## src/rtl/shifter_arbiter_if.sv

```systemverilog
// Request/result bus for shifter_arbiter: two packed requesters in, one registered result out.
// slave = arbiter side, master = requesters plus result consumer.
interface shifter_arbiter_if;
  logic [1:0]  Req;
  logic [63:0] Req_Data;
  logic [3:0]  Req_Type;
  logic [15:0] Req_Amt;
  logic [1:0]  Req_RegShift;
  logic [1:0]  Req_Cin;
  logic [1:0]  Gnt;
  logic        Res_Valid;
  logic        Res_Ready;
  logic [31:0] Res_Data;
  logic        Res_Cout;
  logic        Res_Id;

  modport slave (
    input  Req, Req_Data, Req_Type, Req_Amt, Req_RegShift, Req_Cin, Res_Ready,
    output Gnt, Res_Valid, Res_Data, Res_Cout, Res_Id
  );

  modport master (
    output Req, Req_Data, Req_Type, Req_Amt, Req_RegShift, Req_Cin, Res_Ready,
    input  Gnt, Res_Valid, Res_Data, Res_Cout, Res_Id
  );
endinterface

```

## src/rtl/shifter_arbiter.sv

```systemverilog
// Round-robin arbiter sharing one external combinational barrel shifter between two requesters.
// Define SHIFTER_ARB_REGSHIFT_EN to enable fix-up of register-specified 8-bit shift amounts.
module shifter_arbiter (
  input  logic              CLK,
  input  logic              nRESET,
  shifter_arbiter_if.slave  bus,
  output logic              BS_Enable,
  output logic [31:0]       BS_Input_Bus,
  output logic [1:0]        BS_Shift_Type,
  output logic [4:0]        BS_Shift_Amt,
  output logic              BS_Cin,
  input  logic [31:0]       BS_Shift_Output,
  input  logic              BS_Cout
);

  typedef enum logic [1:0] {IDLE, SHIFT, DONE} state_t;

  state_t      r_state;
  state_t      w_next;

  logic        r_ptr;
  logic [31:0] r_data;
  logic [1:0]  r_type;
  logic [7:0]  r_amt;
  logic        r_cin;
  logic        r_id;
`ifdef SHIFTER_ARB_REGSHIFT_EN
  logic        r_regshift;
`endif

  logic        r_res_valid;
  logic [31:0] r_res_data;
  logic        r_res_cout;
  logic        r_res_id;

  logic        w_any;
  logic        w_sel;
  logic [31:0] w_sel_data;
  logic [1:0]  w_sel_type;
  logic [7:0]  w_sel_amt;
  logic        w_sel_cin;
  logic        w_sel_rs;
  logic [1:0]  w_gnt;
  logic        w_capture;
  logic        w_load;
  logic        w_hs;
  logic        w_bs_en;
  logic        w_fix_zero;
  logic [31:0] w_res_data;
  logic        w_res_cout;

  // Pointer only matters when both request; a lone requester always wins
  always_comb begin
    w_any = |bus.Req;
    if (&bus.Req) begin
      w_sel = r_ptr;
    end else begin
      w_sel = bus.Req[1];
    end
  end

  always_comb begin
    w_sel_data = w_sel ? bus.Req_Data[63:32] : bus.Req_Data[31:0];
    w_sel_type = w_sel ? bus.Req_Type[3:2]   : bus.Req_Type[1:0];
    w_sel_amt  = w_sel ? bus.Req_Amt[15:8]   : bus.Req_Amt[7:0];
    w_sel_cin  = w_sel ? bus.Req_Cin[1]      : bus.Req_Cin[0];
    w_sel_rs   = w_sel ? bus.Req_RegShift[1] : bus.Req_RegShift[0];
  end

`ifdef SHIFTER_ARB_REGSHIFT_EN
  assign w_fix_zero = r_regshift && (r_amt == 8'd0);
`else
  logic w_unused;
  assign w_fix_zero = 1'b0;
  assign w_unused   = ^{w_sel_rs, r_amt[7:5]};
`endif

  always_ff @(posedge CLK or negedge nRESET) begin
    if (!nRESET) begin
      r_state <= IDLE;
    end else begin
      r_state <= w_next;
    end
  end

  // Grant is also gated by nRESET so nothing is offered before the first edge after reset
  always_comb begin
    w_next    = r_state;
    w_gnt     = '0;
    w_capture = 1'b0;
    w_load    = 1'b0;
    w_hs      = 1'b0;
    w_bs_en   = 1'b0;
    case (r_state)
      IDLE: begin
        if (w_any && nRESET) begin
          w_gnt     = w_sel ? 2'b10 : 2'b01;
          w_capture = 1'b1;
          w_next    = SHIFT;
        end
      end
      SHIFT: begin
        w_bs_en = ~w_fix_zero;
        w_load  = 1'b1;
        w_next  = DONE;
      end
      DONE: begin
        if (bus.Res_Ready) begin
          w_hs   = 1'b1;
          w_next = IDLE;
        end
      end
      default: w_next = IDLE;
    endcase
  end

  always_comb begin
    w_res_data = BS_Shift_Output;
    w_res_cout = BS_Cout;
`ifdef SHIFTER_ARB_REGSHIFT_EN
    // Amounts of 32 and above exceed the shifter's 5-bit field and are resolved here
    if (r_regshift && (r_amt >= 8'd32)) begin
      case (r_type)
        2'b00: begin
          w_res_data = '0;
          w_res_cout = (r_amt == 8'd32) ? r_data[0] : 1'b0;
        end
        2'b01: begin
          w_res_data = '0;
          w_res_cout = (r_amt == 8'd32) ? r_data[31] : 1'b0;
        end
        2'b10: begin
          w_res_data = {32{r_data[31]}};
          w_res_cout = r_data[31];
        end
        default: begin
          if (r_amt[4:0] == 5'd0) begin
            w_res_data = r_data;
            w_res_cout = r_data[31];
          end
        end
      endcase
    end
`endif
  end

  always_ff @(posedge CLK or negedge nRESET) begin
    if (!nRESET) begin
      r_data     <= '0;
      r_type     <= '0;
      r_amt      <= '0;
      r_cin      <= 1'b0;
      r_id       <= 1'b0;
`ifdef SHIFTER_ARB_REGSHIFT_EN
      r_regshift <= 1'b0;
`endif
    end else if (w_capture) begin
      r_data     <= w_sel_data;
      r_type     <= w_sel_type;
      r_amt      <= w_sel_amt;
      r_cin      <= w_sel_cin;
      r_id       <= w_sel;
`ifdef SHIFTER_ARB_REGSHIFT_EN
      r_regshift <= w_sel_rs;
`endif
    end
  end

  always_ff @(posedge CLK or negedge nRESET) begin
    if (!nRESET) begin
      r_res_valid <= 1'b0;
      r_res_data  <= '0;
      r_res_cout  <= 1'b0;
      r_res_id    <= 1'b0;
      r_ptr       <= 1'b0;
    end else if (w_load) begin
      r_res_valid <= 1'b1;
      r_res_data  <= w_res_data;
      r_res_cout  <= w_res_cout;
      r_res_id    <= r_id;
    end else if (w_hs) begin
      r_res_valid <= 1'b0;
      r_ptr       <= ~r_res_id;
    end
  end

  assign bus.Gnt       = w_gnt;
  assign bus.Res_Valid = r_res_valid;
  assign bus.Res_Data  = r_res_data;
  assign bus.Res_Cout  = r_res_cout;
  assign bus.Res_Id    = r_res_id;

  assign BS_Enable     = w_bs_en;
  assign BS_Input_Bus  = r_data;
  assign BS_Shift_Type = r_type;
  assign BS_Shift_Amt  = r_amt[4:0];
  assign BS_Cin        = r_cin;

endmodule

```

## src/flat_wrapper.sv

```systemverilog
// flat-port wrapper written by rule: the top's interface ports become plain ports
module shifter_arbiter_flat 
  (CLK, nRESET, BS_Enable, BS_Input_Bus, BS_Shift_Type, BS_Shift_Amt, BS_Cin, BS_Shift_Output, BS_Cout, bus_Req, bus_Req_Data, bus_Req_Type, bus_Req_Amt, bus_Req_RegShift, bus_Req_Cin, bus_Res_Ready, bus_Gnt, bus_Res_Valid, bus_Res_Data, bus_Res_Cout, bus_Res_Id);
  shifter_arbiter_if bus_i ();
  input  logic CLK;
  input  logic nRESET;
  output logic BS_Enable;
  output logic [31:0] BS_Input_Bus;
  output logic [1:0] BS_Shift_Type;
  output logic [4:0] BS_Shift_Amt;
  output logic BS_Cin;
  input  logic [31:0] BS_Shift_Output;
  input  logic BS_Cout;
  input wire logic [$bits(bus_i.Req)-1:0] bus_Req;
  input wire logic [$bits(bus_i.Req_Data)-1:0] bus_Req_Data;
  input wire logic [$bits(bus_i.Req_Type)-1:0] bus_Req_Type;
  input wire logic [$bits(bus_i.Req_Amt)-1:0] bus_Req_Amt;
  input wire logic [$bits(bus_i.Req_RegShift)-1:0] bus_Req_RegShift;
  input wire logic [$bits(bus_i.Req_Cin)-1:0] bus_Req_Cin;
  input wire logic [$bits(bus_i.Res_Ready)-1:0] bus_Res_Ready;
  output wire logic [$bits(bus_i.Gnt)-1:0] bus_Gnt;
  output wire logic [$bits(bus_i.Res_Valid)-1:0] bus_Res_Valid;
  output wire logic [$bits(bus_i.Res_Data)-1:0] bus_Res_Data;
  output wire logic [$bits(bus_i.Res_Cout)-1:0] bus_Res_Cout;
  output wire logic [$bits(bus_i.Res_Id)-1:0] bus_Res_Id;
  assign bus_i.Req = bus_Req;
  assign bus_i.Req_Data = bus_Req_Data;
  assign bus_i.Req_Type = bus_Req_Type;
  assign bus_i.Req_Amt = bus_Req_Amt;
  assign bus_i.Req_RegShift = bus_Req_RegShift;
  assign bus_i.Req_Cin = bus_Req_Cin;
  assign bus_i.Res_Ready = bus_Res_Ready;
  assign bus_Gnt = bus_i.Gnt;
  assign bus_Res_Valid = bus_i.Res_Valid;
  assign bus_Res_Data = bus_i.Res_Data;
  assign bus_Res_Cout = bus_i.Res_Cout;
  assign bus_Res_Id = bus_i.Res_Id;
  shifter_arbiter u_core (.CLK(CLK), .nRESET(nRESET), .bus(bus_i), .BS_Enable(BS_Enable), .BS_Input_Bus(BS_Input_Bus), .BS_Shift_Type(BS_Shift_Type), .BS_Shift_Amt(BS_Shift_Amt), .BS_Cin(BS_Cin), .BS_Shift_Output(BS_Shift_Output), .BS_Cout(BS_Cout));
endmodule
```

## config.mk

```make
export PLATFORM = sky130hd
export DESIGN_NAME = shifter_arbiter_flat
export DESIGN_NICKNAME = d
export VERILOG_FILES = /design/src/rtl/shifter_arbiter_if.sv /design/src/rtl/shifter_arbiter.sv /design/src/flat_wrapper.sv
export SDC_FILE = /design/constraint.sdc
export NUM_CORES = 1
export LEC_CHECK = 0
export ABC_AREA = 1
export ABC_CLOCK_PERIOD_IN_PS = 1100
export CAP_MARGIN = 20
export CORE_ASPECT_RATIO = 1.75
export CORE_MARGIN = 5
export CORE_UTILIZATION = 35
export CTS_BUF_LIST = sky130_fd_sc_hd__clkbuf_4 sky130_fd_sc_hd__clkbuf_8 sky130_fd_sc_hd__clkbuf_16
export DETAILED_ROUTE_END_ITERATION = 8
export MAX_ROUTING_LAYER = met4
export PLACE_DENSITY = 0.85
export SKIP_CTS_REPAIR_TIMING = 1
export SLEW_MARGIN = 20
export SYNTH_ARGS = -nofsm -noshare
export SYNTH_HDL_FRONTEND = slang
export SYNTH_SLANG_ARGS = --single-unit
```

## constraint.sdc

```tcl
create_clock -name CLK -period 1.1 [get_ports CLK]
set_input_delay 0.11 -clock CLK [delete_from_list [all_inputs] [get_ports CLK]]
set_output_delay 0.11 -clock CLK [all_outputs]
set_load 0.03 [all_outputs]
```

==> summary.txt, run 1 <==
Critical path
  • Crit. End Element: output port
  • WP buf/inv: 2
  • Worst path max stage delay: 390 ps
  • Crit-path slowest cell: dfrtp_1
  • Critical path class: flop to output port
  • Reg2reg setup slack: -190 ps
  • CP top delay family: simple AND/OR/NAND/NOR gates
  • Critical path peak fanout: 4
  • FF-to-FF path depth: 7
  • Critical path required time: 990 ps
  • CP arrival: between 1000 and 1500 ps
  • Worst-path cell chain: nor2_2 > nand2_2 > nor2_8 > inv_4 > nor2_4 > buf_6
  • R2R Path End: u_core.BS_Input_Bus[0]
  • Crit path launch type: flop
  • Worst R2R Start: u_core.r_state[0]

Layout
  • Share of cells above drive strength 1: between 20% and 30%
  • Nets: 810
  • FF+latch area: slightly below 2000 sq um
  • Antenna diodes: 0
  • Multi-input logic area: between 1000 and 1500 sq um
  • FILL cells: around 900
  • Layout area overhead: 70.5%

CTS
  • Max Root-Sink Buffers: 2
  • Reg clk slew, reported paths: 60 ps
  • Worst-skew pair later-pin latency: between 300 and 400 ps
  • CTS root buf: clkbuf_16
  • CTS buffer count: 9
  • Clock Sinks: 79
  • CTS tree: done
  • H-tree levels: 3

Global routing
  • Largest net degree at the start of global routing: 80
  • Initial antenna violation count: 0
  • GRT overflow: 0
  • Tot GR Track Use: ~17%
  • Vias in the first global route: between 3000 and 4000
  • First-pass GRT wire length: between 15000 and 20000 um

Place
  • Final Wtd Congestion: around 0.8
  • Post-DP HPWL: roughly 8400 um
  • Port-buffer cells: just under 200

Routing
  • Starting DRT DRC Count: 115
  • Routed Wire Length: ~11000 um
  • DR WL/cell: 14.0 um
  • Final ANT Viol Nets: 0
  • Drt pass-1 iters: 4
  • Vias per cell: ~4.6
  • # DRC: 0
  • DR vias: 3748

STA
  • Skew final: between 5 and 6 ps
  • Minimum clock period: 1490 ps
  • Measured slew at the worst slew-check pin: ~400 ps
  • Final Hold Fails: 0
  • Period utilization: 136%
  • Fmax: between 600 and 700 MHz
  • RSZ-0062 raised after global routing: true
  • Setup Viol. Count Final: 80
  • Setup_tns: -10780 ps
  • Max-slew headroom: 73.4%
  • Slew Limit Fails: 0
  • Setup WS post-layout: -392 ps

Min path
  • Min-Delay Path Depth: 3
  • HP Class: input port to flop
  • Hold_sp: BS_Shift_Output[5]
  • Hold endpoint: u_core.bus.Res_Data[5]

Run status
  • Status: complete, but fails checks
  • Failing checks: setup timing

Job
  • Max Cap Viol: 0

Power and ir drop
  • Power per cell area: ~2600 nW/um^2
  • Power, Total: 16.2 mW
  • Pleak: approximately 3.3 nW
  • Maximum VDD drop: about 1.4 mV

Logic synthesis
  • Mean Syn Cell Area: 7.70 sq um
  • Synth top area cells: dfrtp_1, nand2_1, nand3_1, buf_2, buf_4
  • Synth Cell Area: 3630 sq um
  • Share of the synthesized area in the top cell type: 54.5%
  • Library cells used by synthesis: 15
  • Cell accounting for the most synthesized area: dfrtp_1
  • Cells after Synth: around 470
  • Warnings from Yosys: 0
  • Seq/Total Area, Yosys: between 50% and 60%
  • Synthesis-stage register bit count: 79
  • Syn_nets: ~600

Floorplanning
  • Starting density of the core: ~35%
  • Row count: 49
  • Die Wd: 86.9 um
  • Core area: 10200 sq um
  • Boundary pin count: approximately 200
  • Die area: between 10000 and 15000 sq um
  • Die Height: 145 um
[cell type report]
type,count,share of cell area [%]
Timing Repair Buffer,229,36.5
Sequential cell,79,32.0
Multi-Input combinational cell,357,23.7
Clock buffer,9,3.64
Tap cell,127,2.57
Clock inverter,6,1.01
Inverter,8,0.607
[worst min-delay path, stage by stage]
cell and delay (ps):
clkdlybuf4s50_1 390, nand2_1 60, nand2_1 40
[power by group]
part	leakage, nW	switching (mW)	internal (mW)
combinational	2.15	5.01	3.35
clock	0.145	1.08	1.74
sequential	0.984	0.788	4.24
total	3.28	6.87	9.32
[metrics by stage]
stage | hold slack (ps) | util [%] | instance area [sq um] | setup slack (ps) | std cells
CTS | -154 | 58.4 | 5980 | -474 | 804
detailed placement | 202 | 55.6 | 5690 | -339 | 789
floorplan | -186 | - | 3630 | -115 | 471
global route | 330 | 60.4 | 6180 | -472 | 815
global placement | 192 | 55.6 | 5690 | -298 | 789
finish | 321 | 60.4 | 6180 | -392 | 815
[cells in the mapped netlist]
cell type,number
nand3_1,41
buf_4,8
nand2_1,304
nand2_2,2
inv_2,2
nor2_4,2
dfrtp_1,79
nor2_1,1
inv_1,5
o21ai_0,5
buf_2,15
buf_6,4
nor2_8,1
inv_4,1
nor2_2,1
[cell families (layout without fill, tap and decap cells)]
family / Yosys count / in the layout / share of synthesized area [%]
flops: 79 / 79 / 54.5
compound gates: 5 / 5 / 0.690
simple gates: 352 / 352 / 38.9
buf+inv: 35 / 252 / 5.87
[how the worst max path moves through the flow]
| stage | slack, ps | startpoint | endpoint | cells past startpoint |
|---|---|---|---|---|
| floorplan | -120 | u_core.r_state[1] | bus_Gnt[0] | 6 |
| global placement | -300 | bus_Req[1] | u_core.BS_Input_Bus[3] | 7 |
| detailed placement | -340 | bus_Req[0] | bus_Gnt[1] | 7 |
| CTS | -470 | u_core.r_ptr | bus_Gnt[1] | 7 |
| global route | -470 | u_core.r_state[0] | bus_Gnt[0] | 6 |
| finish | -390 | u_core.r_state[0] | bus_Gnt[0] | 6 |
[per-layer routing]
metal  GRT usage [%]  routed length [um]  up-vias
met3            2.96                 748       16
met5               -                   0        -
li1                -                   -     1866
met1            19.9                4250     1718
met4            6.49                 189        0
met2            29.8                6250      148
[registers in the layout (all words and copies together), names as in the netlist]
| register | flops |
|---|---|
| u_core.BS_Input_Bus | 32 |
| u_core.bus.Res_Data | 32 |
| u_core.r_amt | 5 |
| u_core.BS_Shift_Type | 2 |
| u_core.r_state | 2 |
| u_core.BS_Cin | 1 |
| u_core.bus.Res_Cout | 1 |
| u_core.bus.Res_Id | 1 |
| u_core.bus.Res_Valid | 1 |
| u_core.r_id | 1 |
| u_core.r_ptr | 1 |
[cells in the final DEF (no fill, tap or decap)]
| master | netlist | layout |
|---|---|---|
| o21ai_0 | 5 | 3 |
| clkinv_4 | 0 | 2 |
| inv_4 | 1 | 3 |
| buf_12 | 0 | 13 |
| o21ai_2 | 0 | 1 |
| clkbuf_16 | 0 | 12 |
| nand2_4 | 0 | 1 |
| nand3_2 | 0 | 1 |
| nor2_2 | 1 | 1 |
| o21ai_1 | 0 | 1 |
| buf_4 | 8 | 90 |
| nor2_8 | 1 | 1 |
| dlygate4sd3_1 | 0 | 1 |
| nand2_2 | 2 | 3 |
| clkdlybuf4s50_1 | 0 | 116 |
| nand2_1 | 304 | 302 |
| inv_1 | 5 | 3 |
| nand3_1 | 41 | 40 |
| buf_6 | 4 | 4 |
| nor2_4 | 2 | 3 |
| inv_2 | 2 | 2 |
| clkinv_2 | 0 | 3 |
| dfrtp_1 | 79 | 79 |
| buf_8 | 0 | 2 |
| bufinv_16 | 0 | 1 |
Power figures use the tool's default switching activity.
==> inputs of run 2 (changes only) <==
- CTS_BUF_LIST: sky130_fd_sc_hd__clkbuf_4 sky130_fd_sc_hd__clkbuf_8 sky130_fd_sc_hd__clkbuf_16 -> default
- GPL_TIMING_DRIVEN: default -> 0
==> summary.txt, run 2 (synthesized netlist as in run 1, its figures left out) <==
Critical path
  • CP arrival: 1500 ps (+120 ps)
  • WP buf/inv: 3 (+1)
  • Crit-path slowest cell: dfrtp_2
  • Critical path class: flop to output port
  • Crit path launch type: flop
  • Crit. Startpoint: u_core.r_state[1]
  • Worst R2R Start: u_core.r_state[1]
  • Critical path peak fanout: 6 (+2)
  • Worst path max stage delay: 430 ps (+40 ps)
  • Crit. End Element: output port
  • CP top delay family: simple AND/OR/NAND/NOR gates
  • Worst-path cell chain: nor2_4 > nand2_4 > nor2_8 > inv_6 > buf_8 > nor2_4 > buf_6
  • Critical path required time: 990 ps (about the same)
  • Critical Path Most Common Cell: nor2_4

Global routing
  • GRT overflow: 0 (unchanged)
  • Initial antenna violation count: 0 (unchanged)
  • First-pass GRT wire length: 18000 um (+7.4%)
  • Largest net degree at the start of global routing: 48 (-40%)
  • Tot GR Track Use: 19.0% (+1.7 points)
  • Vias in the first global route: 3846 (+6.3%)

Floorplanning
  • Boundary pin count: 204 (unchanged)
  • Starting density of the core: 35.4% (unchanged)
  • Row count: 49 (unchanged)
  • Die Height: 145 um (unchanged)
  • Die area: 12600 sq um (unchanged)
  • Die Wd: 86.9 um (unchanged)
  • Core area: 10200 sq um (unchanged)

Routing
  • Routed Wire Length: 12200 um (+6.6%)
  • # DRC: 0 (unchanged)
  • DR vias: 3828 (+2.1%)
  • Final ANT Viol Nets: 0 (unchanged)
  • Drt pass-1 iters: 4 (unchanged)
  • DR WL/cell: 14.7 um (+4.4%)
  • Starting DRT DRC Count: 108 (-6.1%)
  • Vias per cell: 4.60 (about the same)

STA
  • Skew final: 5.27 ps (-0.199 ps)
  • Measured slew at the worst slew-check pin: 346 ps (-52.3 ps)
  • Setup_tns: -18690 ps (-7910 ps)
  • Period utilization: 146% (+11 points)
  • Final Hold Fails: 36 (+36)
  • Max-slew headroom: 76.9% (+3.5 points)
  • Setup WS post-layout: -511 ps (-119 ps)
  • Setup Viol. Count Final: 80 (unchanged)
  • Fmax: 621 MHz (-7.4%)
  • RSZ-0062 raised after global routing: true
  • Minimum clock period: 1610 ps (+119 ps)
  • Hold Slack: -337 ps (-658 ps)
  • Slew Limit Fails: 0 (unchanged)

CTS
  • Clock Sinks: 79 (unchanged)
  • CTS tree: done
  • Max Root-Sink Buffers: 2 (unchanged)
  • CTS buffer count: 9 (unchanged)
  • Worst-skew pair later-pin latency: 330 ps (about the same)
  • H-tree levels: 3 (unchanged)
  • CTS root buf: clkbuf_16
  • Reg clk slew, reported paths: 60 ps (about the same)

Layout
  • Layout area overhead: 68.5%
  • Antenna diodes: 0 (unchanged)
  • Share of cells above drive strength 1: 23.4% (+2.6 points)
  • Nets: 827 (+2.1%)
  • FILL cells: 946 (+5.3%)
  • Non-Filler Instances: 832 (+2.1%)
  • Commonest cells after routing, fill and taps aside: nand2_1, clkdlybuf4s50_1, dfrtp_1
  • Commonest non-fill, non-tap cell in the layout: nand2_1

Power and ir drop
  • Power per cell area: 2590 nW/um^2 (-1.3%)
  • Pleak: 3.31 nW (+0.91%)
  • Maximum VDD drop: 1.22 mV (-13%)

Place
  • Final Wtd Congestion: 0.836 (+4.9%)
  • Port-buffer cells: 194 (-0.51%)
  • Total placed cells including tap cells: 793 (+0.51%)
  • Post-DP HPWL: 9340 um (+11%)

Run status
  • Failing checks: hold timing, setup timing
  • Status: complete, but fails checks

Min path
  • HP Class: input port to asynchronous set/reset pin

Job
  • Max Cap Viol: 0 (unchanged)
==> run 2: cell count changes in the layout (fill, tap and decap cells not counted), moves of 2 or more <==
| cell | before | now |
|---|---|---|
| nand2_2 | 3 | 6 |
| clkinv_2 | 3 | 1 |
| clkbuf_16 | 12 | 14 |
| buf_2 | 0 | 9 |
| buf_6 | 4 | 9 |
| clkbuf_2 | 0 | 75 |
| buf_4 | 90 | 22 |
| inv_6 | 0 | 2 |
| nand2_1 | 302 | 299 |
| buf_8 | 2 | 9 |
| buf_12 | 13 | 0 |
| inv_4 | 3 | 0 |
==> run 2: per-layer routing <==
metal	global-route usage, %	vias to the layer above	wire length (um)
li1	-	1900	-
met1	19.8	1770	4460
met2	35.0	143	6710
met3	4.33	15	816
met4	5.67	0	201
met5	-	-	0
==> run 2: per-stage QoR <==
| stage | cell area [sq um] | utilization, % | setup WS, ps | power, mW |
|---|---|---|---|---|
| 3_3_place_gp | 5730 | 56.0 | -3820 | 13.2 |
| 4_1_cts | 6080 | 59.4 | -1160 | 16.6 |
| 2_1_floorplan | 3630 | - | -115 | 9.46 |
| 6_report | 6110 | 59.7 | -511 | 15.8 |
| 5_1_grt | 6110 | 59.7 | -575 | 16.8 |
| 3_5_place_dp | 5760 | 56.3 | -1150 | 13.4 |
==> run 2: path summary, 6_finish.rpt <==
kind / slack, ps / endpoint / depth (start not counted)
min in group CLK: 320 / u_core.bus.Res_Data[24] / 3
setup / recovery: -510 / bus_Gnt[0] / 7
hold / removal: -340 / u_core.bus.Res_Data[19] / 1
setup reg to reg: -280 / u_core.bus.Res_Data[11] / 7
max in group asynchronous: 880 / u_core.r_state[1] / 2
hold reg to reg: 470 / u_core.BS_Input_Bus[31] / 2
==> run 2: where the power goes <==
part | leakage (nW) | internal [mW] | switching, mW | total, mW
registers | 0.983 | 4.24 | 0.751 | 4.99
clock network | 0.159 | 2.04 | 1.11 | 3.14
logic | 2.17 | 2.56 | 5.11 | 7.67
==> run 2: area by class of cell <==
type,instances,area [sq um],share of cell area (%)
Sequential cell,79,1980,32.4
Timing Repair Buffer,219,1880,30.8
Multi-Input combinational cell,357,1470,24.1
Buffer,26,244,3.99
Clock buffer,10,239,3.91
Tap cell,127,159,2.60
Clock inverter,5,82.6,1.35
Inverter,8,47.5,0.778
Timing Repair inverter,1,8.76,0.143
==> run 2: worst reg2reg max path: cells and delay by family (launching register included) <==
| kind | cells | cell delay, ps |
|---|---|---|
| buffers and inverters | 4 | 580 |
| flip-flops | 1 | 430 |
| AND/OR/NAND/NOR | 3 | 260 |
==> inputs of run 3 (changes only) <==
- SKIP_LAST_GASP: default -> 1
==> summary.txt, run 3 (synthesized netlist as in run 1, its figures left out) <==
Run status
  • Status: complete, but fails checks
  • Failing checks: hold timing, setup timing

Power and ir drop
  • Power per cell area: 2580 nW/um^2 (about the same)
  • Pleak: 3.31 nW (about the same)
  • Power, Total: 15.8 mW (about the same)
  • Maximum VDD drop: 1.22 mV (about the same)

Floorplanning
  • Die Wd: 86.9 um (unchanged)
  • Die area: 12600 sq um (unchanged)
  • Row count: 49 (unchanged)
  • Core area: 10200 sq um (unchanged)
  • Starting density of the core: 35.4% (unchanged)
  • Die Height: 145 um (unchanged)
  • Boundary pin count: 204 (unchanged)

STA
  • Slew Limit Fails: 0 (unchanged)
  • Max-slew headroom: 76.9% (about the same)
  • Setup WS post-layout: -511 ps (+0.273 ps)
  • Setup Viol. Count Final: 80 (unchanged)
  • Minimum clock period: 1610 ps (-0.273 ps)
  • Period utilization: 146% (about the same)
  • Measured slew at the worst slew-check pin: 347 ps (+0.129 ps)
  • Fmax: 621 MHz (about the same)
  • Skew final: 4.93 ps (-0.347 ps)
  • Hold Slack: -336 ps (+0.394 ps)
  • Final Hold Fails: 36 (unchanged)
  • RSZ-0062 raised after global routing: true

Global routing
  • Vias in the first global route: 3846 (unchanged)
  • First-pass GRT wire length: 18000 um (unchanged)
  • Largest net degree at the start of global routing: 48 (unchanged)
  • Initial antenna violation count: 0 (unchanged)
  • Tot GR Track Use: 19.0% (unchanged)
  • GRT overflow: 0 (unchanged)

CTS
  • CTS root buf: clkbuf_16
  • Reg clk slew, reported paths: 60 ps (about the same)
  • Clock Sinks: 79 (unchanged)
  • CTS buffer count: 9 (unchanged)
  • CTS tree: done
  • H-tree levels: 3 (unchanged)
  • Max Root-Sink Buffers: 2 (unchanged)
  • Worst-skew pair later-pin latency: 330 ps (about the same)

Place
  • Post-DP HPWL: 9340 um (unchanged)
  • Port-buffer cells: 194 (unchanged)
  • Total placed cells including tap cells: 793 (unchanged)
  • Final Wtd Congestion: 0.836 (unchanged)

Layout
  • Share of cells above drive strength 1: 23.3% (-0.14 points)
  • FF+latch area: 1980 sq um (unchanged)
  • FILL cells: 944 (-0.21%)
  • Non-Filler Instances: 832 (unchanged)
  • Nets: 827 (unchanged)
  • Layout area overhead: 68.5% (about the same)
  • Multi-input logic area: 1470 sq um (-0.17%)
  • Antenna diodes: 0 (unchanged)
  • Commonest cells after routing, fill and taps aside: nand2_1, clkdlybuf4s50_1, dfrtp_1
  • Commonest non-fill, non-tap cell in the layout: nand2_1

Routing
  • Drt pass-1 iters: 4 (unchanged)
  • DR WL met3: 830 um (+1.7%)
  • DR vias: 3828 (unchanged)
  • Met2 wire len: 6700 um (-0.24%)
  • WL met1: 4450 um (-0.27%)
  • Vias per cell: 4.60 (unchanged)
  • Final ANT Viol Nets: 0 (unchanged)
  • # DRC: 0 (unchanged)
  • Starting DRT DRC Count: 116 (+7.4%)
  • DR WL/cell: 14.6 um (-0.12%)
  • Routed Wire Length: 12200 um (-0.12%)
  • Highest Signal Layer: met4

Critical path
  • Critical path class: flop to output port
  • Critical path required time: 990 ps (about the same)
  • Critical path peak fanout: 6 (unchanged)
  • CP arrival: 1500 ps (about the same)
  • Crit. End Element: output port
  • FF-to-FF path depth: 7 (unchanged)
  • Crit path launch type: flop

Min path
  • HP Class: input port to asynchronous set/reset pin

Job
  • Max Cap Viol: 0 (unchanged)
run 3: changes by cell type in the layout (fill, tap and decap cells not counted):
cell | previous run | this run
nand2_1 | 299 | 300
nand2_2 | 6 | 5
run 3: power breakdown:
part	internal, mW	switching, mW
combinational	2.55	5.11
clock	2.04	1.10
sequential	4.24	0.747
run 3: metrics by stage:
step	utilization [%]	area [sq um]	setup TNS, ps	setup WS [ps]	hold slack, ps
floorplan	-	3630	-1330	-115	-186
global placement	56.0	5730	-371010	-3820	452
detailed placement	56.3	5760	-30160	-1150	104
CTS	59.4	6080	-43170	-1160	-253
global route	59.7	6110	-23450	-575	-322
finish	59.7	6110	-18690	-511	-336
run 3: layer usage:
layer  global-route usage (%)  vias to the layer above
met4                     5.67                        0
met3                     4.33                       15
met1                     19.8                     1769
li1                         -                     1899
met2                     35.0                      145
met5                        -                        -
run 3: critical path, cell delays in order (launching register included):
cell and delay (ps):
dfrtp_2 430, nor2_4 140, nand2_4 70, nor2_8 150, inv_6 50, buf_8 120
nor2_4 80, buf_6 130
run 3: final cells by class:
type                    instances  area share [%]
flip-flops and latches         79            32.4
clock inverters                 5            1.35
plain buffers                  26            3.99
clock buffers                  10            3.91
multi-input cells             357            24.0
inverters                       8           0.778
well taps                     127            2.60
repair inverters                1           0.143
repair buffers                219            30.8
run 3: path summary, 6_finish.rpt:
kind / startpoint / to / slack (ps)
hold reg to reg: u_core.BS_Input_Bus[31] / u_core.BS_Input_Bus[31] / 470
min in group CLK: BS_Shift_Output[24] / u_core.bus.Res_Data[24] / 320
setup reg to reg: u_core.r_state[1] / u_core.bus.Res_Data[11] / -280
setup / recovery: u_core.r_state[1] / bus_Gnt[0] / -510
hold / removal: nRESET / u_core.bus.Res_Data[19] / -340
max in group asynchronous: nRESET / u_core.r_state[1] / 880
